File: config.mk
export PLATFORM = sky130hd
export DESIGN_NAME = skin_blob_tracker
export DESIGN_NICKNAME = d
export VERILOG_FILES = /design/src/rtl/skin_blob_tracker_pkg.sv /design/src/rtl/skin_blob_tracker_raster_counter.sv /design/src/rtl/skin_blob_tracker.sv
export SDC_FILE = /design/constraint.sdc
export NUM_CORES = 1
export LEC_CHECK = 0
export ABC_AREA = 1
export BUFFER_PORTS_ARGS = -buffer_cell sky130_fd_sc_hd__buf_4
export CORE_AREA = 10 10 122 124
export CTS_CLUSTER_SIZE = 14
export DETAILED_ROUTE_END_ITERATION = 6
export DIE_AREA = 0 0 132 134
export PLACE_DENSITY = 0.84
export SYNTH_ARGS = -nofsm -noshare
export SYNTH_HDL_FRONTEND = slang
export SYNTH_HIERARCHICAL = 1
export SYNTH_SLANG_ARGS = --single-unit
export TNS_END_PERCENT = 20
File: constraint.sdc
create_clock -name clk -period 5.5 [get_ports clk]
set_clock_uncertainty 0.2 [all_clocks]
set_input_delay 1.1 -clock clk [delete_from_list [all_inputs] [get_ports clk]]
set_output_delay 1.1 -clock clk [all_outputs]
set_load 0.02 [all_outputs]
File: src/rtl/skin_blob_tracker_pkg.sv
// Shared vision definitions: tracker FSM encoding and port-width helpers.
package skin_blob_tracker_pkg;

    typedef enum logic [1:0] {
        StIdle,
        StAccum,
        StReport
    } tracker_state_e;

    function automatic int unsigned x_width(input int unsigned h_res);
        return $clog2(h_res);
    endfunction

    function automatic int unsigned y_width(input int unsigned v_res);
        return $clog2(v_res);
    endfunction

    function automatic int unsigned count_width(input int unsigned h_res, input int unsigned v_res);
        return $clog2(h_res * v_res + 1);
    endfunction

endpackage

File: src/rtl/skin_blob_tracker_raster_counter.sv
// Raster position tracker: holds the coordinate of the next expected pixel and flags the last one.
module raster_counter
    import skin_blob_tracker_pkg::*;
#(
    parameter int unsigned H_RES = 320,
    parameter int unsigned V_RES = 240,
    localparam int unsigned XW = x_width(H_RES),
    localparam int unsigned YW = y_width(V_RES)
) (
    input  logic          clk_i,
    input  logic          rst_ni,
    input  logic          start_i,
    input  logic          adv_i,
    output logic [XW-1:0] x_o,
    output logic [YW-1:0] y_o,
    output logic          last_o
);

    logic [XW-1:0] x_q, x_d;
    logic [YW-1:0] y_q, y_d;
    logic          x_wrap;

    assign x_wrap = (x_q == XW'(H_RES - 1));

    always_comb begin
        x_d = x_q;
        y_d = y_q;
        // The start pixel itself is (0,0), so the next one is (1,0).
        if (start_i) begin
            x_d = XW'(1);
            y_d = '0;
        end else if (adv_i) begin
            if (x_wrap) begin
                x_d = '0;
                y_d = (y_q == YW'(V_RES - 1)) ? '0 : y_q + YW'(1);
            end else begin
                x_d = x_q + XW'(1);
            end
        end
    end

    always_ff @(posedge clk_i or negedge rst_ni) begin
        if (!rst_ni) begin
            x_q <= '0;
            y_q <= '0;
        end else begin
            x_q <= x_d;
            y_q <= y_d;
        end
    end

    assign x_o    = x_q;
    assign y_o    = y_q;
    assign last_o = x_wrap && (y_q == YW'(V_RES - 1));

endmodule

File: src/rtl/skin_blob_tracker.sv
// Per-frame skin-pixel bounding box and count, reported one cycle after the last pixel.
module skin_blob_tracker
    import skin_blob_tracker_pkg::*;
#(
    parameter int unsigned H_RES     = 320,
    parameter int unsigned V_RES     = 240,
    parameter int unsigned MIN_COUNT = 64,
    localparam int unsigned XW = x_width(H_RES),
    localparam int unsigned YW = y_width(V_RES),
    localparam int unsigned CW = count_width(H_RES, V_RES)
) (
    input  logic          clk,
    input  logic          rst,
    input  logic          pix_valid,
    input  logic          sof,
    input  logic          skin_pix,
    output logic          box_valid,
    output logic          box_found,
    output logic [XW-1:0] x_min,
    output logic [XW-1:0] x_max,
    output logic [YW-1:0] y_min,
    output logic [YW-1:0] y_max,
    output logic [CW-1:0] skin_count
);

    tracker_state_e state_q, state_d;

    logic [CW-1:0] run_cnt_q, run_cnt_d;
    logic [XW-1:0] run_xmin_q, run_xmin_d, run_xmax_q, run_xmax_d;
    logic [YW-1:0] run_ymin_q, run_ymin_d, run_ymax_q, run_ymax_d;

    logic          box_valid_q, box_valid_d, box_found_q, box_found_d;
    logic [XW-1:0] x_min_q, x_min_d, x_max_q, x_max_d;
    logic [YW-1:0] y_min_q, y_min_d, y_max_q, y_max_d;
    logic [CW-1:0] skin_count_q, skin_count_d;

    logic          start, adv, rc_last;
    logic [XW-1:0] rc_x, px;
    logic [YW-1:0] rc_y, py;

    // REPORT ignores everything, including a sof.
    assign start = pix_valid && sof && (state_q != StReport);
    assign adv   = pix_valid && !sof && (state_q == StAccum);
    assign px    = start ? '0 : rc_x;
    assign py    = start ? '0 : rc_y;

    raster_counter #(
        .H_RES (H_RES),
        .V_RES (V_RES)
    ) u_raster_counter (
        .clk_i   (clk),
        .rst_ni  (rst),
        .start_i (start),
        .adv_i   (adv),
        .x_o     (rc_x),
        .y_o     (rc_y),
        .last_o  (rc_last)
    );

    always_comb begin
        state_d      = state_q;
        run_cnt_d    = run_cnt_q;
        run_xmin_d   = run_xmin_q;
        run_xmax_d   = run_xmax_q;
        run_ymin_d   = run_ymin_q;
        run_ymax_d   = run_ymax_q;
        box_valid_d  = 1'b0;
        box_found_d  = box_found_q;
        x_min_d      = x_min_q;
        x_max_d      = x_max_q;
        y_min_d      = y_min_q;
        y_max_d      = y_max_q;
        skin_count_d = skin_count_q;

        if (start) begin
            state_d    = StAccum;
            run_cnt_d  = '0;
            run_xmin_d = '1;
            run_xmax_d = '0;
            run_ymin_d = '1;
            run_ymax_d = '0;
        end

        if ((start || adv) && skin_pix) begin
            run_cnt_d = run_cnt_d + CW'(1);
            if (px < run_xmin_d) run_xmin_d = px;
            if (px > run_xmax_d) run_xmax_d = px;
            if (py < run_ymin_d) run_ymin_d = py;
            if (py > run_ymax_d) run_ymax_d = py;
        end

        if (adv && rc_last) begin
            state_d      = StReport;
            box_valid_d  = 1'b1;
            skin_count_d = run_cnt_d;
            box_found_d  = (32'(run_cnt_d) >= MIN_COUNT);
            x_min_d      = box_found_d ? run_xmin_d : '0;
            x_max_d      = box_found_d ? run_xmax_d : '0;
            y_min_d      = box_found_d ? run_ymin_d : '0;
            y_max_d      = box_found_d ? run_ymax_d : '0;
        end

        if (state_q == StReport) state_d = StIdle;
    end

    always_ff @(posedge clk or negedge rst) begin
        if (!rst) begin
            state_q      <= StIdle;
            run_cnt_q    <= '0;
            run_xmin_q   <= '0;
            run_xmax_q   <= '0;
            run_ymin_q   <= '0;
            run_ymax_q   <= '0;
            box_valid_q  <= 1'b0;
            box_found_q  <= 1'b0;
            x_min_q      <= '0;
            x_max_q      <= '0;
            y_min_q      <= '0;
            y_max_q      <= '0;
            skin_count_q <= '0;
        end else begin
            state_q      <= state_d;
            run_cnt_q    <= run_cnt_d;
            run_xmin_q   <= run_xmin_d;
            run_xmax_q   <= run_xmax_d;
            run_ymin_q   <= run_ymin_d;
            run_ymax_q   <= run_ymax_d;
            box_valid_q  <= box_valid_d;
            box_found_q  <= box_found_d;
            x_min_q      <= x_min_d;
            x_max_q      <= x_max_d;
            y_min_q      <= y_min_d;
            y_max_q      <= y_max_d;
            skin_count_q <= skin_count_d;
        end
    end

    assign box_valid  = box_valid_q;
    assign box_found  = box_found_q;
    assign x_min      = x_min_q;
    assign x_max      = x_max_q;
    assign y_min      = y_min_q;
    assign y_max      = y_max_q;
    assign skin_count = skin_count_q;

endmodule

After elaboration in Yosys (flattened, before gate mapping)
Cells that the tools add are included.

storage, ports and cells
  bits in registers = 123
  bits of input ports = 5
  output and inout port bits = 53

operators by class
  add/sub/neg operators = 3
  order comparisons = 5
  equality and inequality tests = 5
  mux-type cells = 31
  reduce and logical (&&, ||, !) cells = 13

operators with widths
  cell                                                                                   number
  9-bit 2-to-1 mux                                                                       12
  8-bit 2-to-1 mux                                                                       13
  17-bit 2-to-1 mux                                                                      2
  17-bit by 1-bit adder with 17-bit output (second input constant)                       1
  17-bit by 7-bit greater-or-equal comparator with 1-bit output (second input constant)  1
  9-bit by 1-bit adder with 9-bit output (second input constant)                         1
  9-bit equality test (second input constant)                                            1
  9-bit > comparator                                                                     1
  9-bit less-than comparator                                                             1
  8-bit by 1-bit adder with 8-bit output (second input constant)                         1
  8-bit equality test (second input constant)                                            1
  8-bit > comparator                                                                     1
  8-bit less-than comparator                                                             1
  1-bit logical AND                                                                      7
  2-bit 2-to-1 mux                                                                       3
  2-bit nonzero test                                                                     2
  3-bit nonzero test                                                                     1
  2-bit by 1-bit equality test with 1-bit output (second input constant)                 1
  2-bit equality test (second input constant)                                            1
  2-bit inequality test (second input constant)                                          1
  2-bit AND reduction                                                                    1
  1-bit zero test                                                                        1
  1-bit logical OR                                                                       1
  1-bit 2-to-1 mux                                                                       1

Logic depth before layout (Yosys ltp)
Gate-level depths: netlist of the first run.

  depth after elaboration = 8
  mapped depth = 23

Hierarchy
The synthesis of the first run kept the hierarchy.

modules (own cells, without submodules)
  module             times used  cells each  area an instance (µm²)  seq. area each (µm²)
  skin_blob_tracker  1           707         5705.5                  2652.5
  raster_counter     1           138         1036.0                  425.4

Worst setup path after synthesis of the first run
OpenSTA, ideal clock, no wires.

  kind = input to register
  from = input port pix_valid
  to = register y_max_q[2], in the netlist y_max[2]
  data arrival time = 3.391 ns
  path slack = 1.790 ns
  stages = 22
  buffers on the path = 4
  path through = nand2_1 > inv_1 > nand2_4 > buf_4 > buf_2 > buf_2 > nand2_1 > inv_1 > ha_1 > nand2_1 > nand3b_1 > nor2_4 > nand3_1 > nand2_1 > nand2_1 > nor2_1 > nand2_1 > nor2_2 > nand2_4 > buf_6 > nand3_2 > nand2_1

on the way
  longest elaborated chain between the ends = 7
  elaborated cells on any way between the ends = 17
  classes of those cells = 1 x add/sub; 2 x order compare; 7 x mux; 7 x reduce/logical

RTL lines
  element                                                                                                   line                                              source
  start, declared                                                                                           skin_blob_tracker.sv:14                           input logic pix_valid,
  1-bit logical AND, on equally long branches (2 in series)                                                 skin_blob_tracker.sv:42, skin_blob_tracker.sv:43
  17-bit 2-to-1 mux (tied with other cells)                                                                 skin_blob_tracker.sv:75                           if (start) begin
  17-bit by 1-bit adder with 17-bit output (tied with other cells)                                          skin_blob_tracker.sv:85                           run_cnt_d = run_cnt_d + CW'(1);
  17-bit 2-to-1 mux / 8-bit 2-to-1 mux (equally long branches)                                              skin_blob_tracker.sv:84, skin_blob_tracker.sv:89
  17-bit by 7-bit greater-or-equal comparator with 1-bit output / 8-bit 2-to-1 mux (equally long branches)  skin_blob_tracker.sv:96, skin_blob_tracker.sv:84
  8-bit 2-to-1 mux                                                                                          skin_blob_tracker.sv:100                          y_max_d = box_found_d ? run_ymax_d : '0;
  end signal, assigned                                                                                      skin_blob_tracker.sv:133                          y_max_q <= y_max_d;
  end, declared                                                                                             skin_blob_tracker.sv:34                           logic [YW-1:0] y_min_q, y_min_d, y_max_q, y_max_d;

Parallel ways exist; a longest one is shown, timed or not.
A chain may end at the register's enable or synchronous reset.

Worst setup path after layout of the first run
  from = input port pix_valid
  to = register x_min_q[1], in the netlist x_min[1]

on the way
  longest elaborated chain between the ends = 7
  elaborated cells on any way between the ends = 17
  classes of those cells = 1 x add/sub; 2 x order compare; 7 x mux; 7 x reduce/logical

RTL lines
  element                                                                                                   line                                              source
  1-bit logical AND, on equally long branches (2 in series)                                                 skin_blob_tracker.sv:42, skin_blob_tracker.sv:43
  17-bit 2-to-1 mux (tied with other cells)                                                                 skin_blob_tracker.sv:75
  17-bit by 1-bit adder with 17-bit output (tied with other cells)                                          skin_blob_tracker.sv:85
  17-bit 2-to-1 mux / 9-bit 2-to-1 mux (equally long branches)                                              skin_blob_tracker.sv:84, skin_blob_tracker.sv:86
  17-bit by 7-bit greater-or-equal comparator with 1-bit output / 9-bit 2-to-1 mux (equally long branches)  skin_blob_tracker.sv:96, skin_blob_tracker.sv:84
  9-bit 2-to-1 mux                                                                                          skin_blob_tracker.sv:97                           x_min_d = box_found_d ? run_xmin_d : '0;
  end signal, assigned                                                                                      skin_blob_tracker.sv:130                          x_min_q <= x_min_d;
  end, declared                                                                                             skin_blob_tracker.sv:33                           logic [XW-1:0] x_min_q, x_min_d, x_max_q, x_max_d;

Parallel ways exist; a longest one is shown, timed or not.

==> results_dict.tcl, run 1 <==
set metrics [dict create \
    area_growth_syn_to_layout_pct 17.8 \
    cts.sinks 123 \
    setup_violations 0 \
    nFillCells 1028 \
    initial_core_util 0.541 \
    fin_hold_ws_ps 277 \
    cts.path.max_buffers 2 \
    ys_ff_latch 123 \
    postLayoutCoreUtil 0.637 \
    fmax_ghz 0.249 \
    regArea_um2 3080 \
    cts_resized 0 \
    rows 41 \
    grt_max_degree 66 \
    tns_ps 0 \
    netlist_instances 845 \
    status "completed" \
    final_antenna_net_count 0 \
    grt_pass1_vias 5859 \
    ys_top_cells_by_area "dfrtp_1 46%, nand2_1 15%, ha_1 6.5%" \
    crit_chain "buf_4 -> nand2_1 -> inv_1 -> nand2_4 -> buf_4 -> nand2_1 -> inv_1 -> ha_1 -> nand2_1 -> nand3b_1 -> nor2_4 -> nand3_2 -> inv_1 -> nand3_1 -> nand2_1 -> nand2_1 -> nor2_2 -> nand2_4 -> nand3_1 -> nand2_1" \
    cp_top_family "simple AND/OR/NAND/NOR gates" \
    place_inst 1056 \
    slew_headroom 0.519 \
    met3_length_um 1160 \
    synth_top_cell_by_area "dfrtp_1" \
    worst_pin_slew_ps 720 \
    top_layer_used "met4" \
    synth_mux_area_frac 0 \
    period_minus_slack_ps 4010 \
    synthSimpleGateAreaFrac 0.331 \
    gp_congestion 0.892 \
    drv_slew 0 \
    hold_viol_final 0 \
    wirelength_um 16300 \
    final_layout_size_suffix_gt1_frac 0.174 \
    routedWlPerCell_um 15.0 \
    fin_crit_sh 0.729 \
    io_pins 58 \
    n_antenna_cell 0 \
    mappedNetlistNets 885 \
    critical_path_class "input pin to register" \
    multiInputGateArea_um2 3160 \
    power_per_cell_area_nw_per_um2 326 \
    dp_hpwl_um 10600 \
    fp.dieH_um 134 \
    cp_common_cell "nand2_1" \
    power.total_w 0.00259 \
    vdd.ir_drop.worst_v 0.000209 \
    io_buffers 57 \
    die_area_um2 17700 \
    yosys_warnings 6 \
    vias_per_cell 5.37 \
    hp-class "register to register" \
    overflow 0 \
    path_buf_inv 5 \
    final_common_cell "nand2_1" \
    startpoint_type "input pin" \
    slowest_delay_ps 460 \
    critPathArrivalTime_ps 4110 \
    grt_antenna_before_repair 0 \
    ys_seq_area_frac 0.457 \
    drc 0 \
    synth.avg_cell_area_um2 7.98 \
    ys_types 39 \
    synth_top_area_share 0.457 \
    cts-root-buf "clkbuf_16" \
    final_cell_mix "273 x nand2_1, 123 x dfrtp_1, 85 x inv_1" \
    cts_tree "done" \
    met1Wirelength_um 6870 \
    insertion_delay_ps 420 \
    p_leak_nw 4.25 \
    synthAdderAreaFrac 0.0650 \
    required_ps 5600 \
    nNetsFinal 943 \
    synth_compound_area_frac 0.0622 \
    end_kind "register" \
    core_area_um2 12500 \
    track_usage 0.190 \
    synth-xor-area-share 0.0104 \
    maxCapViolCount 0 \
    drtIter0Drc 525 \
    syn_area_um2 6740 \
    die_w_um 132 \
    cts-hold-fix-buffers 0 \
    via_count 5845 \
    layout.cells.non_filler 1088 \
    rsz0062_at_grt "false" \
    worst_path_max_delay_cell "buf_4" \
    postCtsSetupBuffers 0 \
    dr_wl_met2_um 7950 \
    crit_path_max_fanout 49 \
    grt_pass1_wl_um 27800 \
    numCtsBuffers 17 \
    synth_top_family_by_area "simple AND/OR/NAND/NOR gates" \
    drt_pass1_iterations 5 \
    clk_pin_slew_worst_paths_ps 60 \
    cts_max_level 4 \
]
[cell usage after synthesis, drive strengths merged]
cell    instances
xor2            5
inv            90
a211oi          1
nand4           9
buf            15
o21a            1
a21oi          23
dfrtp         123
nand3          96
o211ai          1
clkinv          2
or2             1
clkbuf         12
nor3            7
a31oi           1
xnor2           3
nor2           82
o21bai          1
o21ai          48
nand3b          2
nand2         287
ha             35
[path summary, 6_finish.rpt]
path                            slack [ps]  cells after the start                    from                      end
min in group asynchronous              390                      1                     rst  run_ymax_q[0]$_DFF_PN0_
worst min register to register         280                      2    x_min[7]$_DFFE_PN0P_     x_min[7]$_DFFE_PN0P_
worst max register to register        1830                     19  state_q[0]$_DFFE_PN0P_     x_min[1]$_DFFE_PN0P_
max in group asynchronous             3700                      2                     rst  run_xmin_q[8]$_DFF_PN0_
worst max-delay path                  1490                     20               pix_valid     x_min[1]$_DFFE_PN0P_
worst min-delay path                   280                      2    x_min[7]$_DFFE_PN0P_     x_min[7]$_DFFE_PN0P_
[state kept, by name, summed over array words and instances, names as in the netlist, 2 cells and up]
name and count:
y_min 8, skin_count 17, u_raster_counter/x_o 9, run_cnt_q 17, run_ymin_q 8, run_xmin_q 9
y_max 8, state_q 2, run_xmax_q 9, x_max 9, u_raster_counter/y_o 8, run_ymax_q 8
x_min 9
[through the flow]
stage	worst slack, ps	cell area [um2]
after floorplan	1790	6740
after global routing	1170	7940
after global placement	1320	7300
final	1490	7940
after CTS	1520	7940
after detailed placement	1160	7300
[routing by layer]
layer / vias up / GRT usage
met2: 245 / 0.320
li1: 2819 / -
met5: - / 0
met1: 2742 / 0.226
met4: 0 / 0.0847
met3: 39 / 0.0456
[where the power goes]
| group | switching (W) | internal [W] | leakage [nW] |
|---|---|---|---|
| sequential | 0.0000438 | 0.000962 | 1.66 |
| combinational | 0.000250 | 0.000118 | 2.29 |
| clock | 0.000430 | 0.000784 | 0.298 |
| total | 0.000723 | 0.00186 | 4.25 |
[layout make-up]
cell class / instances / share of cell area
clock buffer: 19 / 0.0570
clock inverter: 13 / 0.0238
inverter: 92 / 0.0435
multi-input combinational: 603 / 0.399
sequential: 123 / 0.388
tap: 172 / 0.0271
timing repair buffer: 66 / 0.0624
[tightest hold or removal path, stage by stage (launching register included)]
cell and delay (ps):
dfrtp_1 340, nand2_1 50, nand2_1 50
[logic make-up (layout without fill, tap and decap cells)]
logic type      count (synthesis)  after routing
simple gates                  484            484
xor+xnor                        8              8
fa+ha+maj                      35             35
compound gates                 76             76
flops                         123            123
buf+inv                       119            190
No activity file was read; power rests on OpenSTA's default activity.
==> run 2, diff against run 1 <==
Clock period 5.5 ns to 3.8 ns, I/O delays scaled along.
==> results_dict.tcl, run 2 (synthesis results as in run 1) <==
set metrics [dict create \
    place_inst 1065 \
    die_area_um2 17700 \
    die_w_um 132 \
    p_leak_nw 4.29 \
    fin_crit_sh 0.848 \
    final_antenna_net_count 0 \
    grt_pass1_vias 5586 \
    cts_max_level 4 \
    nNetsFinal 952 \
    power.total_w 0.00358 \
    slew_headroom 0.561 \
    worst_path_max_delay_cell "buf_4" \
    period_minus_slack_ps 3220 \
    grt_antenna_before_repair 0 \
    initial_core_util 0.541 \
    fmax_ghz 0.310 \
    tns_ps 0 \
    hp-class "input pin to asynchronous set/reset pin" \
    path_buf_inv 5 \
    final_layout_size_suffix_gt1_frac 0.177 \
    vdd.ir_drop.worst_v 0.000348 \
    crit_chain "buf_4 -> nand2_1 -> inv_1 -> nand2_4 -> inv_2 -> buf_4 -> nor2_1 -> ha_1 -> nand2_1 -> o21ai_0 -> nand2_1 -> a211oi_2 -> buf_4 -> nor2_1 -> a21oi_1 -> nand3_1 -> nand2_1" \
    core_area_um2 12500 \
    status "completed" \
    n_antenna_cell 0 \
    p_sw_frac 0.275 \
    final_common_cell "nand2_1" \
    hold_viol_final 0 \
    grt_pass1_wl_um 26800 \
    cts.path.max_buffers 2 \
    cts.sinks 123 \
    via_count 5718 \
    p_switching_w 0.000985 \
    wirelength_um 15500 \
    internal_power_w 0.00259 \
    cts_tree "done" \
    track_usage 0.183 \
    end_kind "register" \
    routedWlPerCell_um 14.1 \
    io_buffers 57 \
    cts_resized 0 \
    insertion_delay_ps 420 \
    slowest_delay_ps 360 \
    vias_per_cell 5.22 \
    setup_violations 0 \
    clk_pin_slew_worst_paths_ps 50 \
    layout.cells.non_filler 1095 \
    critical_path_class "input pin to register" \
    maxCapViolCount 0 \
    power_per_cell_area_nw_per_um2 449 \
    required_ps 3960 \
    gp_congestion 0.902 \
    final_design_area_no_fill_um2 7960 \
    cts-root-buf "clkbuf_16" \
    rsz0062_at_grt "false" \
    numCtsBuffers 17 \
    p_comb_frac 0.155 \
    dpl_cell_area_um2 7390 \
    area_growth_syn_to_layout_pct 18.1 \
    fp.dieH_um 134 \
    worst_pin_slew_ps 659 \
    cp_top_family "buffers and inverters" \
    startpoint_type "input pin" \
    drt_pass1_iterations 5 \
    final_cell_mix "273 x nand2_1, 123 x dfrtp_1, 85 x inv_1" \
    postCtsSetupBuffers 0 \
    p_seq_frac 0.406 \
    dp_hpwl_um 10700 \
    drv_slew 0 \
    io_pins 58 \
    power_frac_clock 0.438 \
    grt_max_degree 66 \
    critPathArrivalTime_ps 3380 \
    overflow 0 \
    crit_path_max_fanout 25 \
    cp_common_cell "nand2_1" \
    rows 41 \
    drc 0 \
    drtIter0Drc 480 \
    cts-hold-fix-buffers 0 \
]
## run 2: area by class of cell
cell class                 count  area (um2)
clock buffer                  23         478
clock inverter                 7        91.3
fill                        1052        4510
inverter                      92         345
multi-input combinational    603        3160
sequential                   123        3080
tap                          172         215
timing repair buffer          75         588
## run 2: worst paths after layout
check,slack [ps],end,cells after the start,from
max,580,y_max[0]$_DFFE_PN0P_,17,pix_valid
min,80,y_max[5]$_DFFE_PN0P_,1,rst
max reg2reg,610,y_max[0]$_DFFE_PN0P_,16,state_q[0]$_DFFE_PN0P_
min reg2reg,280,x_max[0]$_DFFE_PN0P_,2,x_max[0]$_DFFE_PN0P_
max in group asynchronous,2480,run_xmin_q[7]$_DFF_PN0_,2,rst
min in group clk,280,x_max[0]$_DFFE_PN0P_,2,x_max[0]$_DFFE_PN0P_
## run 2: metal layers
layer	share of wire	wire length, um	GRT usage	vias to the layer above
met5	0	0	0	-
met4	0.017	269	0.0748	0
met3	0.051	785	0.0448	19
met2	0.48	7370	0.291	141
met1	0.46	7060	0.234	2731
li1	-	-	-	2827
## run 2: stage by stage
stage	hold WS, ps	worst slack [ps]	utilization
finish	80.1	576	0.639
global route	106	284	0.639
CTS	88.1	601	0.639
detailed placement	266	160	0.593
global placement	264	278	0.593
floorplan	264	430	-
## run 2: power groups by stage
| stage | combinational [W] | sequential (W) | clock (W) |
|---|---|---|---|
| finish | 0.000555 | 0.00145 | 0.00157 |
| global route | 0.000638 | 0.00146 | 0.00166 |
| CTS | 0.000549 | 0.00145 | 0.00158 |
| detailed placement | 0.000542 | 0.00147 | 0 |
| global placement | 0.000525 | 0.00147 | 0 |
| floorplan | 0.000399 | 0.00145 | 0 |
